`src/rtl/arith_pkg.sv`:
```
// ---------------------------------------------------------------------------
// arith_pkg
// Shared definitions for the bit-serial arithmetic family (subtractor today,
// adder/comparator later).
//   state_t    : sequencer states IDLE / RUN / DONE
//   borrow_out : borrow-out of a 1-bit full subtractor computing x - y - bi
// ---------------------------------------------------------------------------
package arith_pkg;

    typedef enum logic [1:0] {
        IDLE = 2'd0,
        RUN  = 2'd1,
        DONE = 2'd2
    } state_t;

    // A borrow is produced when y exceeds x outright, or when x == y and a
    // borrow is already pending from the lower bit.
    function automatic logic borrow_out(input logic x, input logic y, input logic bi);
        return (~x & y) | (~(x ^ y) & bi);
    endfunction

endpackage

```
`src/rtl/fs_cell.sv`:
```
// ---------------------------------------------------------------------------
// fs_cell
// Combinational 1-bit full subtractor: d = x - y - bi, with borrow-out bo.
//   x  : minuend bit
//   y  : subtrahend bit
//   bi : borrow-in
//   d  : difference bit
//   bo : borrow-out
// ---------------------------------------------------------------------------
module fs_cell
    import arith_pkg::*;
(
    input  logic x,
    input  logic y,
    input  logic bi,
    output logic d,
    output logic bo
);

    assign d  = x ^ y ^ bi;
    assign bo = borrow_out(x, y, bi);

endmodule

```
`src/rtl/serial_sub.sv`:
```
// ---------------------------------------------------------------------------
// serial_sub
// Bit-serial subtractor: diff = a - b - bin over WIDTH bits, one bit per
// clock, LSB first, through a single full-subtractor cell and a registered
// borrow. Start/busy/done handshake; results are held until the next
// accepted start completes.
//   clk   : clock, rising edge
//   rst   : synchronous active-high reset
//   start : request, sampled only when idle or done
//   a, b  : minuend / subtrahend, captured on accepted start
//   bin   : borrow-in, captured on accepted start
//   busy  : high while bits are being processed
//   done  : one-cycle pulse when diff/bout/ovf are updated
//   diff  : difference (mod 2^WIDTH)
//   bout  : borrow-out from the MSB (a < b + bin, unsigned)
//   ovf   : two's-complement overflow
// ---------------------------------------------------------------------------
module serial_sub
    import arith_pkg::*;
#(
    parameter int WIDTH = 8
) (
    input  logic             clk,
    input  logic             rst,
    input  logic             start,
    input  logic [WIDTH-1:0] a,
    input  logic [WIDTH-1:0] b,
    input  logic             bin,
    output logic             busy,
    output logic             done,
    output logic [WIDTH-1:0] diff,
    output logic             bout,
    output logic             ovf
);

    localparam int CW = $clog2(WIDTH + 1);

    state_t           state;
    logic [WIDTH-1:0] sa;
    logic [WIDTH-1:0] sb;
    logic [WIDTH-1:0] res;
    logic [CW-1:0]    cnt;
    logic             br;
    logic             a_msb;
    logic             b_msb;

    logic             d;
    logic             bo;
    logic [WIDTH-1:0] res_next;
    logic             last;

    fs_cell u_cell (
        .x  (sa[0]),
        .y  (sb[0]),
        .bi (br),
        .d  (d),
        .bo (bo)
    );

    // Result fills from the top so that after WIDTH shifts the first bit
    // computed (the LSB) has reached bit 0.
    generate
        if (WIDTH == 1) begin : g_one
            assign res_next = d;
        end else begin : g_wide
            assign res_next = {d, res[WIDTH-1:1]};
        end
    endgenerate

    assign last = (cnt == CW'(WIDTH - 1));

    always_ff @(posedge clk) begin
        if (rst) begin
            state <= IDLE;
            sa    <= '0;
            sb    <= '0;
            res   <= '0;
            cnt   <= '0;
            br    <= 1'b0;
            a_msb <= 1'b0;
            b_msb <= 1'b0;
            busy  <= 1'b0;
            done  <= 1'b0;
            diff  <= '0;
            bout  <= 1'b0;
            ovf   <= 1'b0;
        end else begin
            case (state)
                IDLE, DONE: begin
                    done <= 1'b0;
                    if (start) begin
                        sa    <= a;
                        sb    <= b;
                        br    <= bin;
                        res   <= '0;
                        cnt   <= '0;
                        a_msb <= a[WIDTH-1];
                        b_msb <= b[WIDTH-1];
                        busy  <= 1'b1;
                        state <= RUN;
                    end else begin
                        state <= IDLE;
                    end
                end

                RUN: begin
                    sa  <= sa >> 1;
                    sb  <= sb >> 1;
                    br  <= bo;
                    res <= res_next;
                    cnt <= cnt + 1'b1;
                    if (last) begin
                        diff  <= res_next;
                        bout  <= bo;
                        // Operands of opposite sign whose result takes the
                        // subtrahend's sign have left the representable range.
                        ovf   <= (a_msb != b_msb) && (res_next[WIDTH-1] != a_msb);
                        busy  <= 1'b0;
                        done  <= 1'b1;
                        state <= DONE;
                    end
                end

                default: begin
                    busy  <= 1'b0;
                    done  <= 1'b0;
                    state <= IDLE;
                end
            endcase
        end
    end

endmodule

```
`config.mk`:
```
export PLATFORM = sky130hd
export DESIGN_NAME = serial_sub
export DESIGN_NICKNAME = d
export VERILOG_FILES = /design/src/rtl/arith_pkg.sv /design/src/rtl/fs_cell.sv /design/src/rtl/serial_sub.sv
export SDC_FILE = /design/constraint.sdc
export NUM_CORES = 1
export LEC_CHECK = 0
export CAP_MARGIN = 20
export CELL_PAD_IN_SITES_DETAIL_PLACEMENT = 0
export CELL_PAD_IN_SITES_GLOBAL_PLACEMENT = 1
export CORE_MARGIN = 4
export CORE_UTILIZATION = 41
export CTS_CLUSTER_SIZE = 40
export DETAILED_ROUTE_END_ITERATION = 10
export PLACE_DENSITY_LB_ADDON = 0.1
export SYNTH_ARGS = -nofsm -noshare
export SYNTH_HDL_FRONTEND = slang
export SYNTH_SLANG_ARGS = --single-unit
export TNS_END_PERCENT = 10
```
`constraint.sdc`:
```
create_clock -name clk -period 2.5 [get_ports clk]
set_input_delay 0.625 -clock clk [delete_from_list [all_inputs] [get_ports clk]]
set_output_delay 0.625 -clock clk [all_outputs]
set_load 0.005 [all_outputs]
```
# After elaboration in Yosys (flattened, before gate mapping)
# Cells that the tools add are included.
# word_totals
register_bits	45
inputBits	20
word_cells	54
# op_classes
n_addsub	1
eq_ne	7
mux	16
n_bitwise	8
reduce_logical	9
# op_table
cell	n
$pmux W8 S2	3
$mux W8	3
$pmux W4 S2	1
$reduce_and A2 Y1	4
$add A4 B1 Y4 const B	1
$eq A4 B3 Y1 const B	1
$mux W1	4
$mux W4	1
$ne A2 B2 Y1 const B	2
$pmux W1 S2	2
$pmux W2 S2	1
$reduce_or A2 Y1	2
$not A1 Y1	3
$and A1 B1 Y1	2
$eq A2 B1 Y1 const B	1
$eq A2 B2 Y1 const B	1
$logic_not A2 Y1	1
$mux W2	1
$ne A1 B1 Y1	2
$reduce_bool A2 Y1	1
$xor A1 B1 Y1	2
$logic_and A1 B1 Y1	1
$or A1 B1 Y1	1

# Logic depth before layout (Yosys ltp)
# Gate-level depths: netlist of run 1.
# logic_depth
ltp_word	5
ltp_mapped	5
mapped_depth_nobuf	5

# Modules after synthesis
# Synthesis of run 1 repeated with hierarchy kept, for this count alone.
# hier_totals
hier_cells	204
hier_area_um2	1765.4
# modules_own_cells
module	n_inst	cells_each	area_each_um2	seq_area_each_um2
serial_sub	1	200	1734.2	880.8
fs_cell	1	4	31.3	0.0

# Worst setup path before layout of run 1
# OpenSTA, ideal clock, no wires.
# synth_timing
kind	reg-to-reg
from	register br
to	register ovf
setup_time_ns	0.086
arrival_ns	1.315
required_time_ns	2.414
setup_slack_ns	1.100
path_stages_with_launch	6
path_buffers	0
path_cell_list	dfxtp_1 -> inv_1 -> fa_1 -> and3b_1 -> a21oi_1 -> a211oi_1
# synth_via
elab_chain_len	3
# synth_lines
element	line_no	text
from (decl)	serial_sub.sv:43	logic br;
from (signal assigned)	serial_sub.sv:94	br <= bin;
from (signal assigned)	serial_sub.sv:109	br <= bo;
$xor A1 B1 Y1	fs_cell.sv:20	assign d = x ^ y ^ bi;
net d	serial_sub.sv:47	logic d;
$ne A1 B1 Y1	serial_sub.sv:117	ovf <= (a_msb != b_msb) && (res_next[WIDTH-1] != a_msb);
$logic_and A1 B1 Y1	serial_sub.sv:117	
to (signal assigned)	serial_sub.sv:117	
to (decl)	serial_sub.sv:33	output logic ovf
# The timed path passes the listed nets, and every way through them passes these cells.
# A chain may end at the register's enable or synchronous reset.

# Final worst setup path of run 1
# layout_timing
from	register done
to	output done
# layout_lines
element	line_no	text
from (decl)	serial_sub.sv:30	output logic done,
from (signal assigned)	serial_sub.sv:83	done <= 1'b0;
from (signal assigned)	serial_sub.sv:90	done <= 1'b0;
from (signal assigned)	serial_sub.sv:119	done <= 1'b1;
# No word-level cell between the ends.

==> impl_table.tex, run 1 <==
\begin{tabular}{lr}
\hline
Metric & Value \\
\hline
\multicolumn{2}{l}{\textbf{Final layout}} \\
Post-route design area & 0.00219 sq mm \\
Register cell area after layout & 881 sq um \\
Fin nets & 251 \\
Area of the multi-input gates & 772 sq um \\
Fill count & 403 \\
Final antenna diode count & 0 \\
Final Util & 53.6\% \\
Fraction of final layout cells sized beyond drive strength 1 & 6.55\% \\
Area Overhead vs Synth & 23.6\% \\
\multicolumn{2}{l}{\textbf{Placed design}} \\
Count of buffers from port buffering & 31 \\
Placer's final routability congestion estimate & 0.753 \\
Area of placed instances & 0.00209 sq mm \\
Estimated wirelength of the detail-placed design & 2670 um \\
\multicolumn{2}{l}{\textbf{Logic synthesis}} \\
Mapped Avg Cell Area & 8.73 sq um \\
Synth cell types & 26 \\
Area leader, netlist & sky130\_fd\_sc\_hd\_\_dfxtp\_1 \\
Area share of the largest cell type after synthesis & 49.7\% \\
Synthesis-stage register bit count & 44 \\
Ranking of synthesized cells by area & sky130\_fd\_sc\_hd\_\_dfxtp\_1, sky130\_fd\_sc\_hd\_\_a21oi\_1, sky130\_fd\_sc\_hd\_\_nand3\_1 \\
Net count after synthesis & 225 \\
Post-synth ARST share & 0\% \\
Post-synthesis cell area & 0.00177 sq mm \\
Proportion of synthesized chip area in sequential cells & 49.7\% \\
Synthesized instance count & 203 \\
Count of flip-flops with a built-in enable after synthesis & 0 \\
Most instantiated flip-flop cell in the synthesis netlist & sky130\_fd\_sc\_hd\_\_dfxtp\_1 \\
Yosys Warn Count & 0 \\
\multicolumn{2}{l}{\textbf{STA}} \\
Number of pins with negative max-slew slack in the final report & 0 \\
Hold Worst Slack & 0.469 ns \\
Highest attainable clock frequency & 0.556 GHz \\
Share of the clock period used by the worst path after layout & 71.9\% \\
Number of setup violations in the final report & 0 \\
Slew headroom & 68.9\% \\
RSZ-0062 raised after global routing & false \\
Final Hold Vio Count & 0 \\
Period minus WS final & 1.80 ns \\
Actual slew at the worst max-slew pin & 0.465 ns \\
Total negative setup slack & 0 ns \\
Worst clock skew & 0.00746 ns \\
\multicolumn{2}{l}{\textbf{Clocking}} \\
Clock tree sinks & 44 \\
Total clock buffers created by CTS & 5 \\
Buffers inserted during post-CTS setup optimization & 0 \\
Clk root buf & sky130\_fd\_sc\_hd\_\_clkbuf\_8 \\
Clock-pin slew on the worst setup and hold paths & 0.08 ns \\
Clock latency of the later-clocked register in the worst-skew pair & 0.29 ns \\
Number of buffers on the longest clock path & 2 \\
Cts hold-fix bufs & 0 \\
TritonCTS clock tree & built \\
Maximum level of the CTS H-tree & 2 \\
Number of gates resized after cts & 0 \\
\multicolumn{2}{l}{\textbf{Critical path}} \\
Type of origin of the critical path & flop \\
Critical Path End Type & output pin \\
Worst setup path class & flop to output pin \\
Crit-path cells & clkdlybuf4s50\_1 \\
Kind of cell adding the most delay to the critical path & buffers and inverters \\
Maximum fanout along the worst path & 2 \\
Critical path arrival & 1.17 ns \\
Critical path's largest stage delay & 0.52 ns \\
Master of the slowest instance on the critical path & sky130\_fd\_sc\_hd\_\_clkdlybuf4s50\_1 \\
Req. time, crit path & 1.88 ns \\
CP bufs+invs & 1 \\
\multicolumn{2}{l}{\textbf{Hold path}} \\
Worst min-delay path category & flop to flop \\
\multicolumn{2}{l}{\textbf{Route}} \\
Count of TritonRoute iterations in the first routing pass & 4 \\
Routed wire length & 3900 um \\
Vias per inst & 5.59 \\
Remaining antenna violation count after routing & 0 \\
Average detailed-routed wire length per instance & 14.0 um \\
Residual DRC & 0 \\
First DRT Iteration DRCs & 141 \\
Via total after detailed routing & 1559 \\
\multicolumn{2}{l}{\textbf{Die}} \\
Number of standard-cell rows in the floorplan & 23 \\
Core region area & 0.00409 sq mm \\
Die width & 73.7 um \\
Vertical die dimension & 73.7 um \\
Die Area & 0.00544 sq mm \\
I/O Pins & 32 \\
Effective utilization at floorplan & 43.4\% \\
\multicolumn{2}{l}{\textbf{Pwr}} \\
Total power per unit cell area & 629 mW/mm\^{}2 \\
Lkg Pwr & 0.000749 uW \\
Worst vdd ir & 0.000298 V \\
\multicolumn{2}{l}{\textbf{Global routing}} \\
Vias in the first global route & 1468 \\
GRT Resource Usage Total & 15.2\% \\
Number of antenna violations at the first check in global routing & 0 \\
First-pass GRT wire length & 6440 um \\
GR Overflow Total & 0 \\
Maximum number of pins on one net before global-route repair & 29 \\
\multicolumn{2}{l}{\textbf{Run status}} \\
Outcome & finished, final reports clean \\
\multicolumn{2}{l}{\textbf{Job}} \\
Max-cap viol count & 0 \\
\hline
\end{tabular}
[where the power goes]
| part | internal (uW) | switching [uW] | leakage [uW] |
|---|---|---|---|
| logic | 75.6 | 90.3 | 0.000340 |
| clock network | 246 | 220 | 0.0000503 |
| registers | 728 | 16.6 | 0.000358 |
[cell usage in the layout, fill, tap and decap left out]
| cell type | Yosys | routed |
|---|---|---|
| sky130_fd_sc_hd__a22oi_1 | 14 | 14 |
| sky130_fd_sc_hd__inv_1 | 2 | 2 |
| sky130_fd_sc_hd__nor3_1 | 2 | 2 |
| sky130_fd_sc_hd__clkbuf_8 | 0 | 7 |
| sky130_fd_sc_hd__nand2_1 | 12 | 12 |
| sky130_fd_sc_hd__nand4_1 | 1 | 1 |
| sky130_fd_sc_hd__nor2b_1 | 1 | 1 |
| sky130_fd_sc_hd__ha_1 | 1 | 1 |
| sky130_fd_sc_hd__buf_4 | 7 | 8 |
| sky130_fd_sc_hd__a211oi_1 | 3 | 3 |
| sky130_fd_sc_hd__a2bb2oi_1 | 1 | 1 |
| sky130_fd_sc_hd__fa_1 | 1 | 1 |
| sky130_fd_sc_hd__nor2_1 | 5 | 5 |
| sky130_fd_sc_hd__and2b_1 | 1 | 1 |
| sky130_fd_sc_hd__nand3b_1 | 2 | 2 |
| sky130_fd_sc_hd__dfxtp_1 | 44 | 44 |
| sky130_fd_sc_hd__nand3_1 | 34 | 34 |
| sky130_fd_sc_hd__clkdlybuf4s50_1 | 0 | 31 |
| sky130_fd_sc_hd__mux2_1 | 2 | 2 |
| sky130_fd_sc_hd__o21ai_0 | 8 | 8 |
| sky130_fd_sc_hd__nor3b_1 | 1 | 1 |
| sky130_fd_sc_hd__nand2b_1 | 3 | 3 |
| sky130_fd_sc_hd__a21oi_1 | 42 | 42 |
| sky130_fd_sc_hd__and3b_1 | 2 | 2 |
| sky130_fd_sc_hd__o21bai_1 | 1 | 1 |
[Yosys cell counts, types with 2 or more instances]
| library cell | n |
|---|---|
| sky130_fd_sc_hd__nand3_1 | 34 |
| sky130_fd_sc_hd__nand2_1 | 12 |
| sky130_fd_sc_hd__a22oi_1 | 14 |
| sky130_fd_sc_hd__nand2b_1 | 3 |
| sky130_fd_sc_hd__mux2_1 | 2 |
| sky130_fd_sc_hd__nor2_1 | 5 |
| sky130_fd_sc_hd__o21ai_0 | 8 |
| sky130_fd_sc_hd__a21oi_1 | 42 |
| sky130_fd_sc_hd__and3b_1 | 2 |
| sky130_fd_sc_hd__buf_2 | 8 |
| sky130_fd_sc_hd__clkbuf_1 | 4 |
| sky130_fd_sc_hd__buf_4 | 7 |
| sky130_fd_sc_hd__nor3_1 | 2 |
| sky130_fd_sc_hd__a211oi_1 | 3 |
| sky130_fd_sc_hd__dfxtp_1 | 44 |
| sky130_fd_sc_hd__inv_1 | 2 |
| sky130_fd_sc_hd__nand3b_1 | 2 |
[layout make-up]
type / instances / area share [%]
tap: 50 / 2.86
clock buffer: 7 / 4.40
timing repair buffer: 39 / 16.9
multi-input combinational: 137 / 35.3
sequential: 44 / 40.2
inverter: 2 / 0.343
[routing by layer]
layer,global-route usage (%),routed length [um],vias up
met4,4.83,34,0
met3,4.92,176,4
met5,0,0,-
li1,-,-,777
met1,17.7,1710,742
met2,26.2,1970,36
[flip-flops by register name (all words and copies together), names as in the netlist]
register,count
diff,8
sa,8
sb,8
res,7
cnt,4
state,2
a_msb,1
b_msb,1
bout,1
br,1
busy,1
done,1
ovf,1
[through the flow]
step | worst slack [ns] | std cells | total power, uW
2_1_floorplan | 1.10 | 203 | 868
3_3_place_gp | 0.529 | 272 | 923
3_5_place_dp | 0.500 | 272 | 928
4_1_cts | 0.687 | 279 | 1400
5_1_grt | 0.651 | 279 | 1440
6_report | 0.703 | 279 | 1380
[final timing paths]
check,end,slack (ns),start,depth (start not counted)
min,res[1],0.47,res[2],2
max,done,0.70,done,1
min reg2reg,res[1],0.47,res[2],2
max reg2reg,ovf,0.98,br,5
[cells by family after synthesis]
| group | share of synthesized area [%] |
|---|---|
| buffers and inverters | 6.71 |
| AND/OR/NAND/NOR | 18.2 |
| multiplexers | 1.27 |
| adder cells (fa/ha/maj) | 1.84 |
| AO/OA/AOI/OAI | 22.2 |
| flip-flops | 49.7 |
(Power assumes the default switching activity.)
==> inputs of run 2 (changes only) <==
CORE_UTILIZATION = 34   (was 41)
clock period = 1.6 ns   (was 2.5 ns; I/O delays follow)
==> run 2 against run 1 <==
  * First-iteration DRC count shrank 38%
  * Clock skew shrank 0.0032 ns
  * Count of clock-buffer cells in the layout grew 1
  * Sequential power grew 56%
  * Highest routed layer unchanged
  * Final cell count grew 9.7%
  * Critical path type unchanged
==> impl_table.tex, run 2 (same netlist as run 1, synthesis figures left out) <==
\begin{tabular}{lr}
\hline
Metric & Value \\
\hline
\multicolumn{2}{l}{\textbf{Final layout}} \\
Most common cell after layout, fill and taps aside & sky130\_fd\_sc\_hd\_\_dfxtp\_1 \\
Post-route non-filler standard cell count & 306 (+9.7\%) \\
Fraction of final layout cells sized beyond drive strength 1 & 9.75\% (+3.2 points) \\
Post-route design area & 0.00227 sq mm (+3.9\%) \\
Most frequent cells in the layout & sky130\_fd\_sc\_hd\_\_dfxtp\_1, sky130\_fd\_sc\_hd\_\_a21oi\_1, sky130\_fd\_sc\_hd\_\_nand3\_1 \\
Fin nets & 257 (+2.4\%) \\
Final Util & 44.8\% (-8.8 points) \\
Final antenna diode count & 0 (unchanged) \\
Area Overhead vs Synth & 28.4\% \\
Largest registers in the final layout & diff (8), sa (8), sb (8) \\
\multicolumn{2}{l}{\textbf{Clocking}} \\
Clock-pin slew on the worst setup and hold paths & 0.08 ns (about the same) \\
Clock tree sinks & 44 (unchanged) \\
Total clock buffers created by CTS & 5 (unchanged) \\
Buffers inserted during post-CTS setup optimization & 0 (unchanged) \\
TritonCTS clock tree & built \\
Clk root buf & sky130\_fd\_sc\_hd\_\_clkbuf\_8 \\
Clock latency of the later-clocked register in the worst-skew pair & 0.29 ns (about the same) \\
Number of buffers on the longest clock path & 2 (unchanged) \\
Maximum level of the CTS H-tree & 2 (unchanged) \\
\multicolumn{2}{l}{\textbf{Placed design}} \\
Area of placed instances & 0.00218 sq mm (+3.9\%) \\
Count of buffers from port buffering & 31 (unchanged) \\
Placer's final routability congestion estimate & 0.764 (+1.4\%) \\
Estimated wirelength of the detail-placed design & 2790 um (+4.4\%) \\
Placed cells & 298 (+9.6\%) \\
Worst slack at placement & -0.183 ns (-0.683 ns) \\
\multicolumn{2}{l}{\textbf{Critical path}} \\
Master of the slowest instance on the critical path & sky130\_fd\_sc\_hd\_\_clkdlybuf4s50\_1 \\
CP bufs+invs & 1 (unchanged) \\
R2r worst-path depth & 5 (unchanged) \\
Critical Path End Type & output pin \\
Instance count on the critical path & 1 (unchanged) \\
Crit-path cells & clkdlybuf4s50\_1 \\
Maximum fanout along the worst path & 2 (unchanged) \\
Worst setup path class & flop to output pin \\
Type of origin of the critical path & flop \\
Kind of cell adding the most delay to the critical path & buffers and inverters \\
Critical path's largest stage delay & 0.51 ns (about the same) \\
Req. time, crit path & 1.20 ns (-0.68 ns) \\
Critical path arrival & 1.14 ns (-0.03 ns) \\
\multicolumn{2}{l}{\textbf{Global routing}} \\
Number of antenna violations at the first check in global routing & 0 (unchanged) \\
First-pass GRT wire length & 6930 um (+7.6\%) \\
Vias in the first global route & 1501 (+2.2\%) \\
GR Overflow Total & 0 (unchanged) \\
GRT Resource Usage Total & 13.6\% (-1.6 points) \\
Maximum number of pins on one net before global-route repair & 29 (unchanged) \\
\multicolumn{2}{l}{\textbf{STA}} \\
Period minus WS final & 1.54 ns \\
Actual slew at the worst max-slew pin & 0.314 ns (-0.151 ns) \\
Number of pins with negative max-slew slack in the final report & 0 (unchanged) \\
Final Hold Vio Count & 0 (unchanged) \\
Worst clock skew & 0.00422 ns (-0.00324 ns) \\
Highest attainable clock frequency & 0.649 GHz \\
RSZ-0062 raised after global routing & false \\
Share of the clock period used by the worst path after layout & 96.3\% \\
Slew headroom & 79.0\% (+10 points) \\
Setup ws final & 0.0599 ns (-0.643 ns) \\
Number of setup violations in the final report & 0 (unchanged) \\
\multicolumn{2}{l}{\textbf{Pwr}} \\
Lkg Pwr & 0.000778 uW (+3.9\%) \\
Worst vdd ir & 0.000363 V (+22\%) \\
Total power per unit cell area & 943 mW/mm\^{}2 (+50\%) \\
\multicolumn{2}{l}{\textbf{Hold path}} \\
Worst min-delay path category & flop to flop \\
Hold Crit Depth & 2 (unchanged) \\
\multicolumn{2}{l}{\textbf{Die}} \\
Core region area & 0.00507 sq mm (+24\%) \\
Die width & 80.2 um (+8.7\%) \\
Number of standard-cell rows in the floorplan & 26 (+13\%) \\
Vertical die dimension & 80.2 um (+8.7\%) \\
Effective utilization at floorplan & 34.9\% (-8.4 points) \\
I/O Pins & 32 (unchanged) \\
Die Area & 0.00643 sq mm (+18\%) \\
\multicolumn{2}{l}{\textbf{Route}} \\
Average detailed-routed wire length per instance & 12.9 um (-7.4\%) \\
Vias per inst & 5.14 (-7.9\%) \\
Routed wire length & 3960 um (+1.5\%) \\
Remaining antenna violation count after routing & 0 (unchanged) \\
Count of TritonRoute iterations in the first routing pass & 4 (unchanged) \\
Residual DRC & 0 (unchanged) \\
Via total after detailed routing & 1574 (+0.96\%) \\
First DRT Iteration DRCs & 88 (-38\%) \\
\multicolumn{2}{l}{\textbf{Job}} \\
Max-cap viol count & 0 (unchanged) \\
\multicolumn{2}{l}{\textbf{Run status}} \\
Outcome & finished, final reports clean \\
\hline
\end{tabular}
[run 2: stage by stage]
stage          hold slack (ns)  total power [uW]  TNS (ns)
2_1_floorplan            0.444              1360         0
3_3_place_gp             0.456              1460     -2.40
3_5_place_dp             0.461              1470     -3.04
4_1_cts                  0.472              2180         0
5_1_grt                  0.491              2260         0
6_report                 0.468              2140         0
[run 2: cell type report]
type	instances	area, sq um
well taps	70	87.6
clock buffers	8	90.1
inverters	2	7.51
multi-input cells	137	779
flip-flops and latches	44	882
fillers	527	2800
repair buffers	45	428
[run 2: worst min-delay path, stage by stage, from the launching register on]
cell	delay (ns)
sky130_fd_sc_hd__dfxtp_1	0.31
sky130_fd_sc_hd__nand3_1	0.06
sky130_fd_sc_hd__a21oi_1	0.06
[run 2: timing repair]
action                     4_1_cts  5_1_grt
setup endpoints to repair        1        1
resized for setup                1        2
hold buffers                     0        0
[run 2: final timing paths]
kind          from    end  slack, ns
min reg2reg  sb[3]  sb[3]       0.47
min          sb[3]  sb[3]       0.47
max            ovf    ovf       0.06
max reg2reg     br    ovf       0.13
[run 2: power by group]
part	leakage, uW	switching [uW]	internal, uW
Sequential	0.000359	25.6	1140
Combinational	0.000374	146	132
Clock	0.0000455	351	352
Total	0.000778	523	1620
[run 2: routing by layer]
metal | vias up | track usage, % | routed length (um)
li1 | 786 | - | -
met1 | 733 | 16.6 | 1780
met2 | 49 | 22.9 | 1880
met3 | 6 | 3.92 | 229
met4 | 0 | 4.56 | 63
met5 | - | 0 | 0
